**src/rtl/magma_core.sv**
```systemverilog
// Iterative GOST R 34.12-2015 Magma block cipher core (64-bit block, 256-bit key).
// RPC Feistel rounds are evaluated per clock; the round keys come from the latched key.

module s_box (
    input  logic [31:0] din,
    output logic [31:0] dout
);
    // Entry n of each pi table lives at bits [4n+3:4n]; pi0 substitutes the lowest nibble.
    localparam logic [63:0] PI [8] = '{
        64'h1F307D8E9B5A264C,
        64'hF0DB74E1C5A93286,
        64'h069C471EDAF2853B,
        64'hB9E35A076F4D128C,
        64'hC24BE390D618A5F7,
        64'h0E34187BAC296FD5,
        64'h73AD0B4FC19652E8,
        64'h2BC96AF43850DE71
    };

    for (genvar i = 0; i < 8; i++) begin : g_pi
        assign dout[4*i +: 4] = PI[i][{din[4*i +: 4], 2'b00} +: 4];
    end
endmodule

module magma_core #(
    parameter int RPC = 1
) (
    input  logic         iclk,
    input  logic         irst,
    input  logic         istart,
    input  logic         idecrypt,
    input  logic [63:0]  iblock,
    input  logic [255:0] ikey,
    output logic [63:0]  oblock,
    output logic         odone,
    output logic         obusy
);
    if (RPC != 1 && RPC != 2 && RPC != 4 && RPC != 8) begin : g_bad_rpc
        $error("magma_core: RPC must be 1, 2, 4 or 8");
    end

    typedef enum logic [1:0] {IDLE, RUN, DONE} state_t;

    state_t        state;
    logic [4:0]    rnd;
    logic [63:0]   blk;
    logic [255:0]  key;
    logic          dec;

    logic [31:0]   a1 [RPC+1];
    logic [31:0]   a0 [RPC+1];

    // Encryption walks k0..k7 three times then backwards; decryption walks forwards once then backwards.
    function automatic logic [2:0] key_idx(input logic [4:0] r, input logic d);
        logic fwd;
        fwd = d ? (r < 5'd8) : (r < 5'd24);
        return fwd ? r[2:0] : ~r[2:0];
    endfunction

    assign a1[0] = blk[63:32];
    assign a0[0] = blk[31:0];

    for (genvar j = 0; j < RPC; j++) begin : g_round
        logic [4:0]  r_j;
        logic [2:0]  kidx;
        logic [31:0] rk;
        logic [31:0] sum;
        logic [31:0] sub;
        logic [31:0] f;

        assign r_j  = rnd + 5'(j);
        assign kidx = key_idx(r_j, dec);
        // k_i sits at ikey[255-32i -: 32]; ~kidx is 7-i, the 32-bit word index from the bottom.
        assign rk   = key[{~kidx, 5'b00000} +: 32];
        assign sum  = a0[j] + rk;

        s_box u_s_box (
            .din  (sum),
            .dout (sub)
        );

        assign f = {sub[20:0], sub[31:21]} ^ a1[j];

        // Round 31 is the final one and leaves the halves unswapped.
        assign a1[j+1] = (r_j == 5'd31) ? f     : a0[j];
        assign a0[j+1] = (r_j == 5'd31) ? a0[j] : f;
    end

    always_ff @(posedge iclk) begin
        if (irst) begin
            state  <= IDLE;
            rnd    <= 5'd0;
            blk    <= 64'd0;
            key    <= 256'd0;
            dec    <= 1'b0;
            oblock <= 64'd0;
            odone  <= 1'b0;
            obusy  <= 1'b0;
        end else begin
            case (state)
                IDLE, DONE: begin
                    odone <= 1'b0;
                    if (istart) begin
                        blk   <= iblock;
                        key   <= ikey;
                        dec   <= idecrypt;
                        rnd   <= 5'd0;
                        state <= RUN;
                        obusy <= 1'b1;
                    end else begin
                        state <= IDLE;
                        obusy <= 1'b0;
                    end
                end
                RUN: begin
                    blk <= {a1[RPC], a0[RPC]};
                    if (rnd == 5'(32 - RPC)) begin
                        rnd    <= 5'd0;
                        state  <= DONE;
                        obusy  <= 1'b0;
                        odone  <= 1'b1;
                        oblock <= {a1[RPC], a0[RPC]};
                    end else begin
                        rnd <= rnd + 5'(RPC);
                    end
                end
                default: begin
                    state <= IDLE;
                    odone <= 1'b0;
                    obusy <= 1'b0;
                end
            endcase
        end
    end
endmodule
```
**config.mk**
```make
export PLATFORM = sky130hd
export DESIGN_NAME = magma_core
export DESIGN_NICKNAME = d
export VERILOG_FILES = /design/src/rtl/magma_core.sv
export SDC_FILE = /design/constraint.sdc
export NUM_CORES = 1
export LEC_CHECK = 0
export CAP_MARGIN = 20
export CORE_MARGIN = 4
export CORE_UTILIZATION = 40
export DETAILED_ROUTE_END_ITERATION = 12
export GPL_TIMING_DRIVEN = 0
export HOLD_SLACK_MARGIN = 0.02
export PLACE_DENSITY = 0.67
export RECOVER_POWER = 100
export SYNTH_ARGS = -nofsm -noshare
export SYNTH_HDL_FRONTEND = slang
export SYNTH_HIERARCHICAL = 1
export SYNTH_SLANG_ARGS = --single-unit
```
**constraint.sdc**
```tcl
create_clock -name iclk -period 5.4 [get_ports iclk]
set_input_delay 1.08 -clock iclk [delete_from_list [all_inputs] [get_ports iclk]]
set_output_delay 1.08 -clock iclk [all_outputs]
set_load 0.01 [all_outputs]
```
# Word-level counts from Yosys, hierarchy flattened
# Index checks and enable logic that the tools add are counted.
[word_totals] reg_bits=394 input_bits=324 out_inout_bits=66
[classes] n_addsub=2 magnitude_cmp=2 n_eq_ne=5 shifts=9 mux=15 bitwise_logic=4 reduce_logical=7
[ops] op="$shiftx 64x7->4 const A" count=8
[ops] op="$shiftx 256x9->32" count=1
[ops] op="$pmux 64 s2" count=1
[ops] op="$mux 32" count=2
[ops] op="$mux 64" count=1
[ops] op="$add 32x32->32" count=1
[ops] op="$xor 32x32->32" count=1
[ops] op="$mux 5" count=2
[ops] op="$pmux 5 s2" count=1
[ops] op="$not 3->3" count=2
[ops] op="$reduce_and 2->1" count=3
[ops] op="$add 5x1->5 const B" count=1
[ops] op="$eq 5x5->1 const B" count=1
[ops] op="$lt 5x4->1 const B" count=1
[ops] op="$lt 5x5->1 const B" count=1
[ops] op="$mux 1" count=4
[ops] op="$ne 2x2->1 const B" count=2
[ops] op="$pmux 2 s2" count=1
[ops] op="$reduce_or 2->1" count=2
[ops] op="$mux 3" count=1
[ops] op="$eq 2x1->1 const B" count=1
[ops] op="$eq 2x2->1 const B" count=1
[ops] op="$logic_not 2->1" count=1
[ops] op="$mux 2" count=1
[ops] op="other kinds (3)" count=3

# Depth between registers and ports, before layout
# Gate-level depths: netlist of run 1.
[depth] ltp_word=10 depth_mapped=24 depth_no_buf=23

# Modules after synthesis
# The synthesis of run 1 kept the hierarchy.
[by_module_without_submodules] module="magma_core" instances=1 cells_each=2197 area_each_um2=18330.1
[by_module_without_submodules] module="s_box" instances=1 cells_each=182 area_each_um2=1430.1

# Worst setup path before layout of run 1
# No wires, ideal clock.
[synth_path] kind="register -> register" startpoint="register rnd[3]" endpoint="register blk[42]" setup_ps=128 arrival_ps=5464 setup_slack_ps=-191 stages_incl_launch_ff=22 synth_period_minus_slack_ps=5591 cell_sequence="dfxtp_1 maj3_4 xnor2_4 buf_6 mux4_1 mux2_2 ha_1 clkbuf_1 a21o_1 a221o_1 or3_1 nand4_1 o21ai_1 a211oi_2 xnor2_1 inv_1 ha_1 mux4_2 xnor2_1 a211oi_1 a221oi_1 nor2_1"
[synth_between] elab_chain_cells=10
[synth_rtl] element="start: declaration" line_no="45" rtl="logic [4:0] rnd;"
[synth_rtl] element="start signal: assignment" line_no="124" rtl="rnd <= rnd + 5'(RPC);"
[synth_rtl] element="$lt 5x5->1 or $lt 5x4->1 (tied branches)" line_no="56" rtl="fwd = d ? (r < 5'd8) : (r < 5'd24);"
[synth_rtl] element="$mux 1 *" line_no="56"
[synth_rtl] element="$mux 3 *" line_no="57" rtl="return fwd ? r[2:0] : ~r[2:0];"
[synth_rtl] element="$not 3->3 *" line_no="74" rtl="assign rk = key[{~kidx, 5'b00000} +: 32];"
[synth_rtl] element="$shiftx 256x9->32 *" line_no="74"
[synth_rtl] element="$add 32x32->32 *" line_no="75" rtl="assign sum = a0[j] + rk;"
[synth_rtl] element="named net g_round[0].sum[28]" line_no="67" rtl="logic [31:0] sum;"
[synth_rtl] element="$shiftx 64x7->4 *" line_no="21" rtl="assign dout[4*i +: 4] = PI[i][{din[4*i +: 4], 2'b00} +: 4];"
[synth_rtl] element="named net g_round[0].sub[31]" line_no="68" rtl="logic [31:0] sub;"
[synth_rtl] element="$xor 32x32->32 *" line_no="82" rtl="assign f = {sub[20:0], sub[31:21]} ^ a1[j];"
[synth_rtl] element="$mux 32 *" line_no="85" rtl="assign a1[j+1] = (r_j == 5'd31) ? f : a0[j];"
[synth_rtl] element="$pmux 64 s2 *" line_no="100" rtl="case (state)"
[synth_rtl] element="end signal: assignment" line_no="104" rtl="blk <= iblock;"
[synth_rtl] element="end signal: assignment" line_no="116" rtl="blk <= {a1[RPC], a0[RPC]};"
[synth_rtl] element="end: declaration" line_no="46" rtl="logic [63:0] blk;"
# Mark *: on every way through the listed nets, which the timed path passes. The rest lies on a longest branch.
# A chain may end at the register's enable or synchronous reset.

# Final worst setup path of run 1
[layout_path] startpoint="register rnd[4]" endpoint="register blk[4]"
[layout_between] elab_chain_cells=10
[layout_rtl] element="$lt 5x5->1 or $lt 5x4->1 (tied branches)" line_no="56"
[layout_rtl] element="$mux 1 *" line_no="56"
[layout_rtl] element="$mux 3 *" line_no="57"
[layout_rtl] element="$not 3->3 *" line_no="74"
[layout_rtl] element="$shiftx 256x9->32 *" line_no="74"
[layout_rtl] element="$add 32x32->32 *" line_no="75"
[layout_rtl] element="named net g_round[0].sum[24]" line_no="67"
[layout_rtl] element="$shiftx 64x7->4 *" line_no="21"
[layout_rtl] element="named net g_round[0].sub[25]" line_no="68"
[layout_rtl] element="$xor 32x32->32 *" line_no="82"
[layout_rtl] element="$mux 32 *" line_no="86" rtl="assign a0[j+1] = (r_j == 5'd31) ? a0[j] : f;"
[layout_rtl] element="$pmux 64 s2 *" line_no="100"
# Marked as above.

==> results of run 1 <==
==> final timing paths <==
path	to	cells after the start	start
min	key[79]	2	key[79]
max	blk[4]	28	rnd[4]
min reg2reg	key[79]	2	key[79]
max reg2reg	blk[4]	28	rnd[4]
==> critical path: cells and delay by family (launching register included) <==
kind	cells	cell delay [ns]
fa+ha+maj	4	0.93
mux	2	0.90
flops	1	0.36
simple gates	4	0.44
xor+xnor	3	0.62
buf+inv	8	0.98
compound gates	7	1.44
==> cell type report <==
| type | instances | area, um^2 | share of cell area |
|---|---|---|---|
| plain buffers | 169 | 767 | 0.0268 |
| clock buffers | 61 | 1210 | 0.0424 |
| repair buffers | 497 | 4840 | 0.169 |
| multi-input cells | 1767 | 12700 | 0.444 |
| flip-flops and latches | 393 | 7880 | 0.275 |
| clock inverters | 17 | 205 | 0.00717 |
| well taps | 664 | 831 | 0.0290 |
| inverters | 45 | 171 | 0.00599 |
==> what timing repair did <==
item | in CTS | in global routing
endpoints found under the setup margin | 84 | 73
gates cloned | 0 | 1
pin swaps | 50 | 89
buffers inserted | 61 | 53
resized for setup | 181 | 215
==> layer usage <==
metal / up-vias / GRT usage / part of all wire
li1: 9301 / - / -
met2: 961 / 0.500 / 0.48
met1: 9812 / 0.368 / 0.40
met4: 6 / 0.111 / 0.044
met3: 206 / 0.0394 / 0.075
met5: - / 0 / 0.00049
==> sequential cells by signal (all words and copies together), names as in the netlist <==
signal	cells
oblock	64
odone	1
blk	64
rnd	5
state	2
dec	1
key	256
==> per-stage QoR <==
stage	setup slack, ns	instances
6_report	-0.410	3613
5_1_grt	-0.534	3613
4_1_cts	-0.403	3564
3_5_place_dp	-1.55	3431
3_3_place_gp	-1.48	3431
2_1_floorplan	0.00709	2379
==> cells in the mapped netlist (all sizes together), types with 3 or more instances <==
master	instances	area, um^2
nand4	4	25.0
a311oi	6	58.8
o22ai	7	43.8
nand2b	20	125
a21oi	372	1860
nand2	635	2380
nor3b	7	52.6
o211ai	3	22.5
mux2i	9	90.1
a221oi	36	315
clkbuf	141	531
dfxtp	393	7870
nor2	187	702
mux2	33	372
ha	81	1010
a22oi	6	45.0
and2	5	31.3
nand3	14	70.1
o21a	3	22.5
o21bai	4	30.0
xor2	12	105
a21o	14	105
nor3	6	35.0
a31oi	12	75.1
mux4	69	1730
a211oi	64	485
a2111oi	13	114
buf	33	190
or3	4	25.0
xnor2	48	439
o31ai	4	30.0
and3	4	25.0
nor2b	13	81.3
inv	45	169
o21ai	43	215
==> logic make-up after synthesis <==
kind of cell | Yosys count
AND/OR/NAND/NOR | 909
AO/OA/AOI/OAI | 604
flip-flops | 393
buffers and inverters | 219
multiplexers | 111
adder cells (fa/ha/maj) | 83
XOR/XNOR | 60
==> power by group through the flow <==
stage	sequential [W]	combinational, W	clock (W)
after global routing	0.00330	0.00342	0.00313
after detailed placement	0.00332	0.00225	0
after CTS	0.00327	0.00268	0.00301
after floorplan	0.00323	0.00145	0
after global placement	0.00331	0.00218	0
final	0.00329	0.00324	0.00300
==> metrics.txt, run 1 <==
fin area 28600 um^2; Skew-Pair Late Insertion Delay 0.59 ns; clk sink count 393; Pre-antenna DRT Iters 7; antenna viol nets, final 0; largest net degree at the start of global routing 14; Tot Pwr 0.00953 W; Ys Warns 6; slew margin rel. 0.332; Combinational Power Share 0.340; Num CTS Buffers 43; die span in x 230 um; layout cells sized above 1 0.176; CTS tree built; fmax 0.172 GHz; via count 20286; Cell Area, Synth 19800 um^2; filler cell count 4332; Tcrit/Tclk final 1.08; Switching Fraction 0.336; Post-DP Area 24500 um^2; HP Class register to register; DRT iter0 DRCs 1920; failing checks setup timing; antenna violations before repair 3; GRT overflow 0; Post-CTS Hold Buffers 0; # IOs 390; Post-Synth Adder-Cell Area 0.0530; global-route wire length before repair 118000 um; largest family of logic cells by synthesized area simple AND/OR/NAND/NOR gates; CTS max path bufs 3; post-synthesis compound-gate area fraction 0.181; Post-Syn Instances 2379; initial core utilization 0.405; Psw 0.00320 W; fin util 0.586; Synth Register Bits 393; ANT cells 0; power per cell area 333 nW/um^2; status finished, violations left; register share of total power 0.345; Hold Vio Cnt, Final 0; core footprint 48800 um^2; R2R Setup Slk -0.41 ns; post-synthesis area per instance 8.31 um^2; Final WS setup -0.410 ns; HPWL after DPL 62400 um; DRC viols 0; Worst Path Max Fanout 5; CP Data Arrival Time 6.24 ns; setup tns final -6.68 ns; worst path required time 5.83 ns; most common cell after layout, fill and taps aside nand2_1; number of global-route vias before repair 19669; clock network power share 0.315; Worst setup SP type register; root buffer cell clkbuf_16; crit path capture type register; number of enable flip-flop cells after synthesis 0; Vias/cell 5.61; Die H 230 um; Hold WS 0.452 ns; RSZ-0062 raised after global routing yes; Least-Margin Pin Slew 1.00 ns; Reg clk slew, reported paths 0.06 ns; per-cell routed wire length 22.7 um; Int Power 0.00633 W; Total GRT Usage 0.290; delay of the slowest critical-path stage 0.57 ns; Async SR Flop Fraction 0; Worst path slowest cell mux4_2; leakage 11.0 nW; Slew Limit Fails 0; Rows 81; Final Setup Violations 38; Synth Area in Simple Gates 0.184; Synth Flop Type dfxtp_1; Seq/Total Area, Yosys 0.398; max-cap viol count 0; Layout area overhead 44.8%; Die ar. 53000 um^2; input/output buffers 388; mux cell area share after synthesis 0.111; Clock Skews 0.0219 ns; RePlAce Congestion 0.940; Cell variety after synth 68; maximum vdd ir drop 236 uV; post-layout minimum cycle time 5.81 ns; crit path kind register to register; commonest cells after routing, fill and taps aside nand2_1 (630), dfxtp_1 (391), a21oi_1 (344), clkdlybuf4s50_1 (321), nor2_1 (181); Synth Net Count 2785; CTS H-Tree Depth 2; Final nets 3322; XOR/XNOR share of the synthesized area 0.0275; Routed WL 82000 um
Note: power is estimated with default switching activity, not from simulation.
==> inputs of run 2 (changes only) <==
--- a/config.mk
+++ b/config.mk
@@ -7,11 +7,11 @@
 export LEC_CHECK = 0
 export CAP_MARGIN = 20
 export CORE_MARGIN = 4
-export CORE_UTILIZATION = 40
+export CORE_UTILIZATION = 30
 export DETAILED_ROUTE_END_ITERATION = 12
 export GPL_TIMING_DRIVEN = 0
 export HOLD_SLACK_MARGIN = 0.02
-export PLACE_DENSITY = 0.67
+export PLACE_DENSITY = 0.61
 export RECOVER_POWER = 100
 export SYNTH_ARGS = -nofsm -noshare
 export SYNTH_HDL_FRONTEND = slang
==> metrics.txt, run 2 (synthesis results as in run 1) <==
Post-CTS Hold Buffers 0; Hold Vio Cnt, Final 0; Final Setup Violations 41; Cells after DPL 3622; Non-Filler Instances 3820; HPWL after DPL 64300 um; Routed WL 86000 um; layout cells sized above 1 0.184; Num CTS Buffers 45; worst path required time 5.87 ns; R2R Setup Slk -0.28 ns; slew margin rel. 0.213; DRT iter0 DRCs 1618; CTS H-Tree Depth 2; CTS tree built; Skew-Pair Late Insertion Delay 0.60 ns; max reg flops 256; GRT overflow 0; input/output buffers 388; most common cell after layout, fill and taps aside nand2_1; Die ar. 70000 um^2; clk sink count 393; fin util 0.449; commonest cells after routing, fill and taps aside nand2_1 (629), dfxtp_1 (390), a21oi_1 (347), clkdlybuf4s50_1 (321), nor2_1 (181); Vias/cell 5.18; worst reg-to-reg path cell count 21; setup tns final -4.66 ns; RSZ-0062 raised after global routing yes; Worst Path Max Fanout 8; die span in x 265 um; failing checks setup timing; Reg clk slew, reported paths 0.07 ns; # IOs 390; Tcrit/Tclk final 1.05; Hold Crit Depth 2; leakage 11.1 nW; Worst setup SP type register; sequence of cells on the critical path maj3_4 > xnor2_4 > buf_12 > buf_12 > mux4_2 > mux2_4 > ha_4 > a21o_1 > a221o_1 > or3_1 > nand4_1 > o21ai_2 > a211oi_2 > xnor2_2 > inv_2 > ha_4 > mux4_2 > xnor2_2 > a211oi_2 > a221oi_2 > nor2_1; Final nets 3334; Layout area overhead 47.3%; Worst path slowest cell mux4_2; Pre-antenna DRT Iters 5; maximum vdd ir drop 240 uV; largest net degree at the start of global routing 16; crit path capture type register; Clock Skews 0.0101 ns; core footprint 64800 um^2; Slew Limit Fails 0; via count 19800; Reg-to-Reg Start rnd[3]; largest reg by FF count key; RePlAce Congestion 0.899; antenna violations before repair 3; power per cell area 334 nW/um^2; Largest regs key (256), blk (64), oblock (64); fmax 0.176 GHz; CP Data Arrival Time 6.15 ns; CTS max path bufs 3; Total GRT Usage 0.229; FF-to-FF End blk[42]; HP Class register to register; number of global-route vias before repair 19171; post-layout minimum cycle time 5.68 ns; global-route wire length before repair 122000 um; DRC viols 0; per-cell routed wire length 22.5 um; antenna viol nets, final 0; Least-Margin Pin Slew 1.18 ns; Die H 265 um; Hold Startpoint key[212]; root buffer cell clkbuf_16; crit path kind register to register; Final WS setup -0.281 ns; status finished, violations left; filler cell count 6329; initial core utilization 0.305; Rows 93; delay of the slowest critical-path stage 0.55 ns; max-cap viol count 0; Hold Path Sink key[212]
-- run 2: timing repair --
item | in CTS | in global routing
setup buffers | 70 | 49
pin swaps | 64 | 103
resized for setup | 207 | 212
endpoints found under the setup margin | 82 | 71
gates cloned | 2 | 2
-- run 2: critical path: cells and delay by family (launching register included) --
family,cells,cell delay [ns]
fa+ha+maj,3,0.92
compound gates,6,1.19
xor+xnor,3,0.70
flops,1,0.35
simple gates,3,0.51
mux,3,1.43
buf+inv,3,0.45
-- run 2: cell type report --
cell class	instances	area, um^2	share of cell area
Antenna cell	1	2.50	0.0000860
Multi-Input combinational cell	1767	12700	0.437
Inverter	45	169	0.00580
Tap cell	855	1070	0.0368
Clock buffer	64	1300	0.0446
Timing Repair Buffer	506	4950	0.170
Clock inverter	19	229	0.00787
Sequential cell	393	7880	0.271
Buffer	170	788	0.0271
-- run 2: layer usage --
layer	vias up	track usage	wire length [um]
met5	-	0	28
met4	4	0.0690	2900
met3	140	0.0375	5990
met2	778	0.393	41500
met1	9532	0.298	35600
li1	9346	-	-
-- run 2: report_power, final --
part / internal (W) / switching [W] / leakage (nW)
logic: 0.00155 / 0.00174 / 7.11
clock network: 0.00180 / 0.00136 / 0.745
registers: 0.00308 / 0.000198 / 3.22
total: 0.00643 / 0.00330 / 11.1
-- run 2: how the worst max path moves through the flow --
stage                      start      end  slack, ns  cells after the start
after floorplan           rnd[3]  blk[42]      0.007                     20
after global placement    rnd[4]  blk[27]      -1.50                     19
after detailed placement  rnd[4]   blk[3]      -1.53                     20
after CTS                 rnd[4]  blk[40]      -0.25                     22
after global routing      rnd[3]  blk[10]      -0.44                     23
final                     rnd[3]  blk[42]      -0.28                     21
-- run 2: per-stage QoR --
step                total power [W]  setup slack [ns]  instance area [um^2]  hold WS [ns]
detailed placement          0.00557             -1.53                 24800         0.442
CTS                         0.00918            -0.249                 27700         0.451
global placement            0.00554             -1.50                 24800         0.438
finish                      0.00973            -0.281                 29100         0.448
floorplan                   0.00467           0.00709                 19800         0.432
global route                 0.0101            -0.437                 29100         0.467
==> variant, RTL diff (flow settings as in run 2) <==
Add an input register stage for `ikey`; this delays it by one clock. The other inputs are not delayed to match.
--- a/src/rtl/magma_core.sv
+++ b/src/rtl/magma_core.sv
@@ -37,2 +37,9 @@
 );
+
+    logic [255:0] ikey_q;
+
+    always_ff @(posedge iclk) begin
+        ikey_q <= ikey;
+    end
+
     if (RPC != 1 && RPC != 2 && RPC != 4 && RPC != 8) begin : g_bad_rpc
@@ -104,3 +111,3 @@
                         blk   <= iblock;
-                        key   <= ikey;
+                        key   <= ikey_q;
                         dec   <= idecrypt;
Function: same outputs for any inputs over 4 cycles, from zero or initial values and one cycle with irst high; that may be too few to reach the edited logic, so the function may still have changed.
==> variant against run 2 <==
- area after synthesis increased by 29%
- design area rose by 20%
- hold slack worse by 0.021 ns
- synthesized cell count is 16% higher
- the run still ends with setup timing left
- die area up 28%
- critical path type unchanged
- combinational power shrank 11%
- largest cell class is now registers
- wire length rose by 10%
- setup slack improved by 0.22 ns
- sequential cell count up 256
- power is 35% higher
==> variant: results (changes against run 2) <==
* Final WS setup at -0.0648 ns (+0.216 ns)
* Number of gates resized after CTS at 153 (-26%)
* Final Net Count at 3674 (+10%)
* Fraction of layout instances using a drive strength above 1 at 0.135 (-0.0489)
* Clk_lat worst skew at 0.64 ns (+0.04 ns)
* Failing checks: setup timing
* Outcome: finished, violations left
* Critical Path AT at 5.99 ns (-0.16 ns)
* Peak VDD IR at 0.204 mV (-15%)
* Vias per inst at 4.92 (-5.1%)
* Dominant cells by area after synthesis: dfxtp_1 (51%), nand2_1 (11%), a21oi_1 (7.4%)
* Static Leak at 0.0135 uW (+21%)
* Biggest registers after layout: ikey_q (256), key (256)
* CP peak stage delay at 0.57 ns (+0.02 ns)
* Initial antenna violation count at 15 (+12)
* Slew @ Worst Pin at 0.948 ns (-0.229 ns)
* CTS Buf Count at 71 (+58%)
* Unique cell type count in the Yosys netlist at 59 (-13%)
* Total Wirelength at 94600 um (+10%)
* Final setup violation count at 6 (-85%)
* Worst Clk Skew at 0.0285 ns (+0.0183 ns)
* Syn Nets at 3154 (+13%)
* Commonest cells post-synth: nand2_1 (747), dfxtp_1 (649), a21oi_1 (376), clkbuf_1 (156), a211oi_1 (104)
* Final Hold Violating Endpoints at 0 (unchanged)
* Worst Path Max Fanout at 7 (-1)
* Seq/Total Area, Yosys at 0.510 (+0.112)
* Routability cong. at 0.879 (-2.2%)
* Number of global-route vias before repair at 21083 (+10%)
* First-pass GRT wire length at 134000 um (+9.7%)
* H-tree levels at 3 (+1)
* Total GRT Usage at 0.200 (-0.0295)
* Dpl hpwl at 71500 um (+11%)
* Fill cells at 8248 (+30%)
* DRT iter0 DRCs at 1485 (-8.2%)
variant: logic make-up after synthesis:
family | Yosys count | share of synthesized area
simple gates | 975 | 0.156
flops | 649 | 0.510
compound gates | 639 | 0.148
buf+inv | 224 | 0.0357
mux | 109 | 0.0848
fa+ha+maj | 84 | 0.0415
xor+xnor | 68 | 0.0241
variant: cell type report:
cell class              instances  area share
flip-flops and latches        649       0.372
multi-input cells            1875       0.361
repair buffers                457       0.131
clock buffers                  99      0.0571
well taps                    1134      0.0406
plain buffers                 181      0.0239
clock inverters                26      0.0102
inverters                      33     0.00355
diodes                          6    0.000430
variant: through the flow:
step	power, uW	cell area [um2]	setup WS, ns	setup TNS, ns	instances
CTS	12900	33900	-0.0146	-0.0323	4411
finish	13200	34900	-0.0648	-0.172	4460
global route	13700	34900	-0.257	-2.95	4458
detailed placement	7770	30800	-1.44	-65.42	4273
floorplan	6860	25500	0.0192	0	2748
global placement	7720	30800	-1.62	-82.45	4270
variant: layer usage:
metal,GRT usage,routed length (um)
met5,0,8
met3,0.0360,5850
met4,0.0715,3310
met1,0.258,40400
met2,0.336,45000
variant: worst paths after layout:
kind | startpoint | to | slack [ns] | cells past startpoint
worst max-delay path | dec$_SDFFE_PP0P_ | blk[10]$_SDFFE_PP0P_ | -0.06 | 22
worst min-delay path | ikey_q[128]$_DFF_P_ | key[128]$_SDFFE_PP0P_ | 0.43 | 2
worst max register to register | dec$_SDFFE_PP0P_ | blk[10]$_SDFFE_PP0P_ | -0.06 | 22
worst min register to register | ikey_q[128]$_DFF_P_ | key[128]$_SDFFE_PP0P_ | 0.43 | 2
variant: where the power goes:
part	switching [uW]	internal, uW	total (uW)
combinational	1570	1350	2920
clock	2090	2810	4900
sequential	252	5080	5330
total	3910	9240	13200
